**src/rtl/fht_unload.sv**
```systemverilog
// fht_unload: streams the FHT result RAM (four banks, one group of four
// words per address) out as a single valid/ready word stream.
//
// Sequence: IDLE -> FETCH (address 0 presented) -> LOAD (bank data arrives,
// buffer captured) -> STREAM (one word per transfer, b = 0..3 per group).
// The next group is prefetched on the transfer of word 0 so that the buffer
// can reload on the transfer of word 3 without a bubble.
//
// Optional feature: define UNLOAD_BITREV_EN to report oINDEX bit-reversed
// over A_BIT+2 bits (natural spectrum order after the bit-reversed FHT).
// Without it oINDEX = 4*g + b. Data order and timing are identical.

module fht_unload #(
    parameter int D_BIT = 16,
    parameter int A_BIT = 8
) (
    input  logic               iCLK,
    input  logic               iRESET,
    input  logic               iSTART,
    input  logic               iFHT_RDY,
    output logic [A_BIT-1:0]   oADDR_RD_0,
    output logic [A_BIT-1:0]   oADDR_RD_1,
    output logic [A_BIT-1:0]   oADDR_RD_2,
    output logic [A_BIT-1:0]   oADDR_RD_3,
    input  logic [D_BIT-1:0]   iDATA_0,
    input  logic [D_BIT-1:0]   iDATA_1,
    input  logic [D_BIT-1:0]   iDATA_2,
    input  logic [D_BIT-1:0]   iDATA_3,
    output logic [D_BIT-1:0]   oDATA,
    output logic [A_BIT+1:0]   oINDEX,
    output logic               oVALID,
    input  logic               iREADY,
    output logic               oLAST,
    output logic               oBUSY,
    output logic               oDONE
);

    typedef enum logic [1:0] {
        S_IDLE   = 2'd0,
        S_FETCH  = 2'd1,
        S_LOAD   = 2'd2,
        S_STREAM = 2'd3
    } state_t;

    localparam logic [A_BIT-1:0] G_LAST = '1;
    localparam logic [A_BIT-1:0] G_ONE  = 1;

    state_t           state_q;
    state_t           state_d;

    logic [A_BIT-1:0] grp_q;     // group whose words sit in the buffer
    logic [A_BIT-1:0] addr_q;    // group currently addressed in the RAM
    logic [1:0]       word_q;    // bank index b of the word on oDATA
    logic [D_BIT-1:0] buf_q [4];
    logic             done_q;

    logic             xfer;
    logic             abort;
    logic             last_word;

    assign xfer      = (state_q == S_STREAM) && iREADY;
    assign abort     = (state_q != S_IDLE) && !iFHT_RDY;
    assign last_word = (grp_q == G_LAST) && (word_q == 2'd3);

    // State register.
    always_ff @(posedge iCLK or negedge iRESET) begin
        if (!iRESET) begin
            state_q <= S_IDLE;
        end else begin
            // NOTE: every clocked assignment is non-blocking so all registers
            // update from the same pre-edge values regardless of statement order.
            state_q <= state_d;
        end
    end

    // Next-state logic; losing iFHT_RDY aborts from any active state and
    // wins over a simultaneous final transfer.
    always_comb begin
        // NOTE: default first so that no path through the case leaves
        // state_d unassigned, which would infer a latch.
        state_d = state_q;
        case (state_q)
            S_IDLE:   if (iSTART && iFHT_RDY) state_d = S_FETCH;
            S_FETCH:  state_d = iFHT_RDY ? S_LOAD : S_IDLE;
            S_LOAD:   state_d = iFHT_RDY ? S_STREAM : S_IDLE;
            S_STREAM: begin
                if (abort)                 state_d = S_IDLE;
                else if (xfer && last_word) state_d = S_IDLE;
            end
            default:  state_d = S_IDLE;
        endcase
    end

    // Output decode from the current state.
    always_comb begin
        oVALID = 1'b0;
        oBUSY  = 1'b0;
        oLAST  = 1'b0;
        case (state_q)
            S_FETCH, S_LOAD: oBUSY = 1'b1;
            S_STREAM: begin
                oBUSY  = 1'b1;
                oVALID = 1'b1;
                oLAST  = last_word;
            end
            default: ;
        endcase
    end

    // Group/word counters, prefetch address and the four-word buffer.
    always_ff @(posedge iCLK or negedge iRESET) begin
        if (!iRESET) begin
            grp_q  <= '0;
            addr_q <= '0;
            word_q <= 2'd0;
            // NOTE: the buffer is only four words, so it is reset explicitly;
            // that keeps oDATA at zero during reset without extra gating.
            for (int i = 0; i < 4; i++) buf_q[i] <= '0;
        end else if (state_d == S_IDLE) begin
            // Returning to (or staying in) IDLE rewinds to group 0 so the
            // next FETCH presents address 0.
            grp_q  <= '0;
            addr_q <= '0;
            word_q <= 2'd0;
        end else begin
            if (state_q == S_LOAD) begin
                buf_q[0] <= iDATA_0;
                buf_q[1] <= iDATA_1;
                buf_q[2] <= iDATA_2;
                buf_q[3] <= iDATA_3;
            end
            if (xfer) begin
                word_q <= word_q + 2'd1;
                if (word_q == 2'd0) begin
                    // Prefetch the next group; saturate on the last one.
                    addr_q <= (grp_q == G_LAST) ? grp_q : grp_q + G_ONE;
                end
                if (word_q == 2'd3) begin
                    buf_q[0] <= iDATA_0;
                    buf_q[1] <= iDATA_1;
                    buf_q[2] <= iDATA_2;
                    buf_q[3] <= iDATA_3;
                    grp_q    <= grp_q + G_ONE;
                end
            end
        end
    end

    // One-cycle completion pulse after an un-aborted final transfer.
    always_ff @(posedge iCLK or negedge iRESET) begin
        if (!iRESET) begin
            done_q <= 1'b0;
        end else begin
            done_q <= xfer && iFHT_RDY && last_word;
        end
    end

`ifdef UNLOAD_BITREV_EN
    function automatic logic [A_BIT+1:0] bit_reverse(input logic [A_BIT+1:0] v);
        logic [A_BIT+1:0] r;
        for (int i = 0; i < A_BIT + 2; i++) r[i] = v[A_BIT+1-i];
        return r;
    endfunction

    assign oINDEX = bit_reverse({grp_q, word_q});
`else
    assign oINDEX = {grp_q, word_q};
`endif

    assign oDATA      = buf_q[word_q];
    assign oDONE      = done_q;
    assign oADDR_RD_0 = addr_q;
    assign oADDR_RD_1 = addr_q;
    assign oADDR_RD_2 = addr_q;
    assign oADDR_RD_3 = addr_q;

endmodule

```
**config.mk**
```make
export PLATFORM = sky130hd
export DESIGN_NAME = fht_unload
export DESIGN_NICKNAME = d
export VERILOG_FILES = /design/src/rtl/fht_unload.sv
export SDC_FILE = /design/constraint.sdc
export NUM_CORES = 1
export LEC_CHECK = 0
export BUFFER_PORTS_ARGS = -buffer_cell sky130_fd_sc_hd__buf_4
export CAP_MARGIN = 20
export CELL_PAD_IN_SITES_DETAIL_PLACEMENT = 0
export CELL_PAD_IN_SITES_GLOBAL_PLACEMENT = 2
export CORE_ASPECT_RATIO = 0.7
export CORE_UTILIZATION = 34
export CTS_BUF_LIST = sky130_fd_sc_hd__clkbuf_8 sky130_fd_sc_hd__clkbuf_16
export DETAILED_ROUTE_END_ITERATION = 8
export PLACE_DENSITY_LB_ADDON = 0.1
export SLEW_MARGIN = 40
export SYNTH_ARGS = -nofsm -noshare
export SYNTH_HDL_FRONTEND = slang
export SYNTH_SLANG_ARGS = --single-unit
```
**constraint.sdc**
```tcl
create_clock -name iCLK -period 2.2 [get_ports iCLK]
set_input_delay 0.22 -clock iCLK [delete_from_list [all_inputs] [get_ports iCLK]]
set_output_delay 0.22 -clock iCLK [all_outputs]
set_load 0.01 [all_outputs]
```
==> flow_summary.json, run 1 <==
{
  "slew_viol_final": 0,
  "final_antenna_net_count": 0,
  "pin_count": 131,
  "drc": 0,
  "outcome": "complete, no violations",
  "grt_overflow_total": 0,
  "hold_violations": 0,
  "via_per_inst": 4.71,
  "yosys_warnings": 0,
  "cp-start-kind": "register",
  "diodes": 0,
  "power.static_leakage_nw": 2.63,
  "syn2layout_area_growth_pct": 31.7,
  "rsz0062_at_grt": "no",
  "hp-class": "in -> reg",
  "whs_ps": 111,
  "dp_cells": 554,
  "final_layout_size_suffix_gt1_frac": 0.587,
  "drt_iter0_drc": 136,
  "netSwitchingPower_mw": 1.18,
  "fin_crit_sh": 0.927,
  "syn-num-nets": 368,
  "synth_area_mm2": 0.00431,
  "first_global_vias": 2593,
  "critical_path_required_ps": 2420,
  "slew_headroom": 0.616,
  "cts_setup_buffers": 0,
  "cts-root-buf": "clkbuf_16",
  "portBuffers": 130,
  "die_area_mm2": 0.0131,
  "ys.flop_type": "dfrtp_1",
  "p_clk_frac": 0.343,
  "core_area_mm2": 0.0120,
  "drt-pass1-iter-count": 4,
  "switching_share": 0.232,
  "synth_seq_cells": 85,
  "die_w_um": 137,
  "vias": 2689,
  "grt_usage": 0.153,
  "async_flop_share": 1.00,
  "finalPower_mw": 5.09,
  "h-tree-depth": 3,
  "rows": 33,
  "cts_made_buffers": 9,
  "slowest_delay_ps": 430,
  "gp_congestion": 0.741,
  "peakVddDrop_v": 0.000424,
  "wirelength_um": 9660,
  "synth_cell_types": 34,
  "grt_pass1_wl_um": 14700,
  "grt_max_degree": 86,
  "start_util": 0.358,
  "cts_buffer_depth": 2,
  "arrival_ps": 2250,
  "setup_tns_ps": 0,
  "fillers": 1073,
  "fin_skew_ps": 6.76,
  "fmax_mhz": 490,
  "end_kind": "register",
  "internal-power_mw": 3.91,
  "syn_inst": 296,
  "pwr-share-comb": 0.232,
  "slowest_stage": "dfrtp_1",
  "final.min_clock_period_ps": 2040,
  "cap_violations": 0,
  "die_h_um": 96.2,
  "antenna_found_initial": 0,
  "ys_seq_area_frac": 0.494,
  "finalSetupViolations": 0,
  "final_cells": 571,
  "seqPwrFrac": 0.425,
  "place_area_mm2": 0.00531,
  "crit_family": "flip-flops",
  "path_class": "reg -> reg",
  "clk_latency_ps": 330,
  "cts_tree": "built",
  "crit_chain": "ha_1, nand3_2, o211ai_2, a21oi_4, buf_12, mux2_4",
  "worst_pin_slew_ps": 573,
  "crit_buf_inv": 1,
  "cts_sinks": 85,
  "wl_per_cell_um": 16.9,
  "dp_hpwl_um": 6700,
  "cp_max_fo": 38,
  "power_density_mw_per_mm2": 898,
  "synth-edff-count": 0,
  "fin_nets": 481,
  "clkTransAtPathRegs_ps": 70,
  "synth.avg_cell_area_um2": 14.5,
  "stdcell_area_mm2": 0.00567
}
[layout by cell type, fill, tap and decap left out, types with 2 or more instances in the layout]
cell / Yosys / layout
nand4_1: 3 / 3
clkinvlp_4: 0 / 2
a211oi_1: 4 / 4
nand3b_1: 2 / 2
buf_12: 0 / 3
xnor2_1: 7 / 7
dfrtp_1: 85 / 85
nor3_1: 5 / 5
clkbuf_16: 0 / 9
mux2_2: 4 / 4
nand3_1: 4 / 4
xor2_1: 5 / 5
o21ai_0: 2 / 2
mux2_4: 60 / 60
nor2b_1: 2 / 2
ha_1: 3 / 3
inv_1: 3 / 3
mux4_2: 16 / 16
mux2i_1: 2 / 2
buf_4: 24 / 137
and3_1: 6 / 6
nand2_1: 10 / 10
a21oi_1: 5 / 5
bufinv_16: 0 / 3
nor2_1: 18 / 17
[layout make-up]
cell class	instances	area, um2	area share
clock buffers	9	225	0.0397
clock inverters	7	123	0.0216
inverters	3	11.3	0.00199
multi-input cells	169	1890	0.333
flip-flops and latches	85	2130	0.375
well taps	157	196	0.0346
repair buffers	141	1100	0.194
[through the flow]
stage	setup slack, ps	util
3_5_place_dp	208	0.442
6_report	161	0.472
4_1_cts	115	0.472
5_1_grt	38.8	0.472
2_1_floorplan	244	-
3_3_place_gp	230	0.441
[path summary, 6_finish.rpt]
kind                             startpoint            end  slack [ps]  depth (start not counted)
worst min-delay path            iDATA_0[12]      buf_q[60]         110                          2
worst max-delay path               grp_q[1]      buf_q[23]         160                          6
worst min register to register    buf_q[28]      buf_q[28]         500                          1
min in group asynchronous            iRESET  oADDR_RD_0[3]         470                          3
worst max register to register     grp_q[1]      buf_q[23]         160                          6
max in group asynchronous            iRESET       grp_q[5]        1380                          3
[worst register-to-register path, cell delays in order, from the launching register on]
cell      delay [ps]
dfrtp_1          430
ha_1             260
nand3_2          210
o211ai_2         130
a21oi_4          230
buf_12           300
mux2_4           370
[cell usage after synthesis (all sizes together) (2+ instances only)]
cell type	instances	area, um2
dfrtp	85	2130
mux2	64	946
buf	36	284
nor2	18	67.6
mux4	16	360
nand2	10	37.5
xnor2	7	61.3
a21oi	6	41.3
and3	6	37.5
nand3	5	30.0
nor3	5	25.0
xor2	5	43.8
a211oi	4	30.0
nand4	4	31.3
clkbuf	3	11.3
ha	3	37.5
inv	3	11.3
o211ai	3	32.5
mux2i	2	20.0
nand3b	2	15.0
nor2b	2	12.5
o21ai	2	10.0
[timing repair]
| item | CTS | global route |
|---|---|---|
| hold buffers | 1 | 0 |
| endpoints found under the setup margin | 1 | 1 |
| resized for setup | 1 | 1 |
| endpoints found under the hold margin | 85 | 0 |
[cell families after synthesis]
group / count (synthesis) / synth area share
flip-flops: 85 / 0.494
multiplexers: 82 / 0.308
AND/OR/NAND/NOR: 57 / 0.0674
buffers and inverters: 42 / 0.0712
AO/OA/AOI/OAI: 15 / 0.0264
XOR/XNOR: 12 / 0.0244
adder cells (fa/ha/maj): 3 / 0.00872
[routing by layer]
metal	GRT usage	up-vias	part of all wire
li1	-	1267	-
met1	0.235	1328	0.52
met2	0.203	85	0.40
met3	0.0432	9	0.061
met4	0.0444	0	0.011
met5	0	-	0
[power by group through the flow]
stage | combinational, mW | clock, mW | sequential [mW]
2_1_floorplan | 0.832 | 0 | 2.12
3_3_place_gp | 1.16 | 0 | 2.19
3_5_place_dp | 1.20 | 0 | 2.18
4_1_cts | 1.20 | 1.80 | 2.17
5_1_grt | 1.27 | 1.86 | 2.23
6_report | 1.18 | 1.75 | 2.16
[sequential cells by signal, summed over array words and instances, names as in the netlist]
signal and cells:
state_q 2, oDONE 1, grp_q 8, buf_q 64, oADDR_RD_0 8, word_q 2
Note: power is estimated with default switching activity, not from simulation.
==> run 2, diff against run 1 <==
Settings changed: PLACE_DENSITY set to 0.89, PLACE_DENSITY_LB_ADDON 0.1 to unset.
==> run 2 against run 1 <==
Net effect:
- cell count is 0.70% lower
- wire length fell by 2.6%
- via count shrank 0.71%
- sequential share of layout area is 0.50 points higher
- die area is the same
- combinational power hardly changed
- clock skew hardly changed
- global-route usage decreased by 0.25 points
- design area shrank 1.3%
- maximum frequency decreased by 1.1%
- sequential cell count is the same
- sequential power hardly changed
- critical path type unchanged
==> flow_summary.json, run 2 (synthesis gave the netlist of run 1 again) <==
{
  "outcome": "complete, no violations",
  "rows": 33,
  "cts_sinks": 85,
  "top_register": "buf_q",
  "grt_pass1_wl_um": 14800,
  "arrival_ps": 2270,
  "syn2layout_area_growth_pct": 29.9,
  "fmax_mhz": 485,
  "peakVddDrop_v": 0.000357,
  "hp-class": "in -> reg",
  "clk_latency_ps": 330,
  "cp-start-kind": "register",
  "drt-pass1-iter-count": 4,
  "worstReg2RegStart": "grp_q[0]",
  "cap_violations": 0,
  "slew_viol_final": 0,
  "final.min_clock_period_ps": 2060,
  "cts_buffer_depth": 2,
  "die_w_um": 137,
  "cp_max_fo": 24,
  "start_util": 0.358,
  "clkTransAtPathRegs_ps": 60,
  "startpoint": "grp_q[0]",
  "wl_per_cell_um": 16.6,
  "die_area_mm2": 0.0131,
  "first_global_vias": 2710,
  "grt_overflow_total": 0,
  "drt_iter0_drc": 112,
  "mostFrequentLayoutCell": "buf_4",
  "power_density_mw_per_mm2": 865,
  "wirelength_um": 9400,
  "die_h_um": 96.2,
  "diodes": 0,
  "h-tree-depth": 3,
  "final_cell_mix": "buf_4 (133), dfrtp_1 (85), mux2_4 (60), nor2_1 (17), mux4_2 (16)",
  "setup_tns_ps": 0,
  "final_antenna_net_count": 0,
  "pin_count": 131,
  "portBuffers": 130,
  "worst_pin_slew_ps": 788,
  "path_class": "reg -> reg",
  "core_area_mm2": 0.0120,
  "end_kind": "register",
  "via_per_inst": 4.71,
  "rsz0062_at_grt": "no",
  "critical_path_required_ps": 2410,
  "finalSetupViolations": 0,
  "layout_setup_ws_ps": 139,
  "power.static_leakage_nw": 2.61,
  "hp-start": "iDATA_1[12]",
  "fin_crit_sh": 0.937,
  "gp_congestion": 0.749,
  "post-place-ws_ps": 173,
  "dp_hpwl_um": 6860,
  "cts-root-buf": "clkbuf_16",
  "cts_setup_buffers": 0,
  "fin_skew_ps": 6.48,
  "cts_made_buffers": 9,
  "final_layout_size_suffix_gt1_frac": 0.580,
  "hold_violations": 0,
  "grt_usage": 0.150,
  "antenna_found_initial": 0,
  "cts_tree": "built",
  "largest_reg_flops": 64,
  "fin_nets": 478,
  "grt_max_degree": 46,
  "finalPower_mw": 4.84,
  "vias": 2670,
  "slew_headroom": 0.473,
  "drc": 0
}
==> run 2: cell types whose count changed in the layout (fill, tap and decap cells not counted) <==
cell        before  now
buf_12           3    4
buf_4          137  133
bufinv_16        3    1
clkbuf_8         0    1
clkinv_2         0    2
clkinvlp_4       2    0
inv_1            3    4
inv_6            1    0
o211ai_2         1    2
o211ai_4         1    0
==> run 2: critical path: stages (launching register included) <==
cell and delay (ps):
dfrtp_1 450, ha_1 290, nand3_2 200, o211ai_2 120, a21oi_4 290, buf_12 250, mux2_4 320
==> run 2: final timing paths <==
path,cells after the start,to,slack (ps)
max,6,buf_q[7],140
min,2,buf_q[44],120
max reg2reg,6,buf_q[7],140
min reg2reg,1,buf_q[15],500
max in group asynchronous,3,buf_q[23],1130
min in group asynchronous,2,buf_q[28],420
==> run 2: final cells by class <==
| class | count | area (um2) |
|---|---|---|
| clock buffer | 10 | 239 |
| clock inverter | 5 | 52.6 |
| fill | 1071 | 6420 |
| inverter | 3 | 11.3 |
| multi-input combinational | 169 | 1880 |
| sequential | 85 | 2130 |
| tap | 157 | 196 |
| timing repair buffer | 138 | 1090 |
==> run 2: routing by layer <==
layer  wire [um]  vias to the layer above  global-route usage
met5           0                        -                   0
met4          89                        0              0.0444
met3         537                        7              0.0427
met2        4140                       70               0.218
met1        4640                     1339               0.216
li1            -                     1254                   -
==> run 2: metrics by stage <==
| stage | util | hold slack [ps] | area, um2 | instances |
|---|---|---|---|---|
| final | 0.466 | 120 | 5600 | 567 |
| after global routing | 0.466 | 98.0 | 5600 | 567 |
| after CTS | 0.465 | 100 | 5590 | 567 |
| after detailed placement | 0.440 | 233 | 5290 | 551 |
| after global placement | 0.440 | 226 | 5290 | 551 |
| after floorplan | - | -75.6 | 4310 | 296 |
==> run 2: timing repair <==
item,CTS,global route
hold buffers,1,0
endpoints found under the setup margin,1,1
gates resized for setup,1,1
endpoints found under the hold margin,40,0
==> run 2: report_power, final <==
group	internal, mW	switching [mW]
Sequential	1.95	0.214
Clock	0.898	0.581
Combinational	0.845	0.347
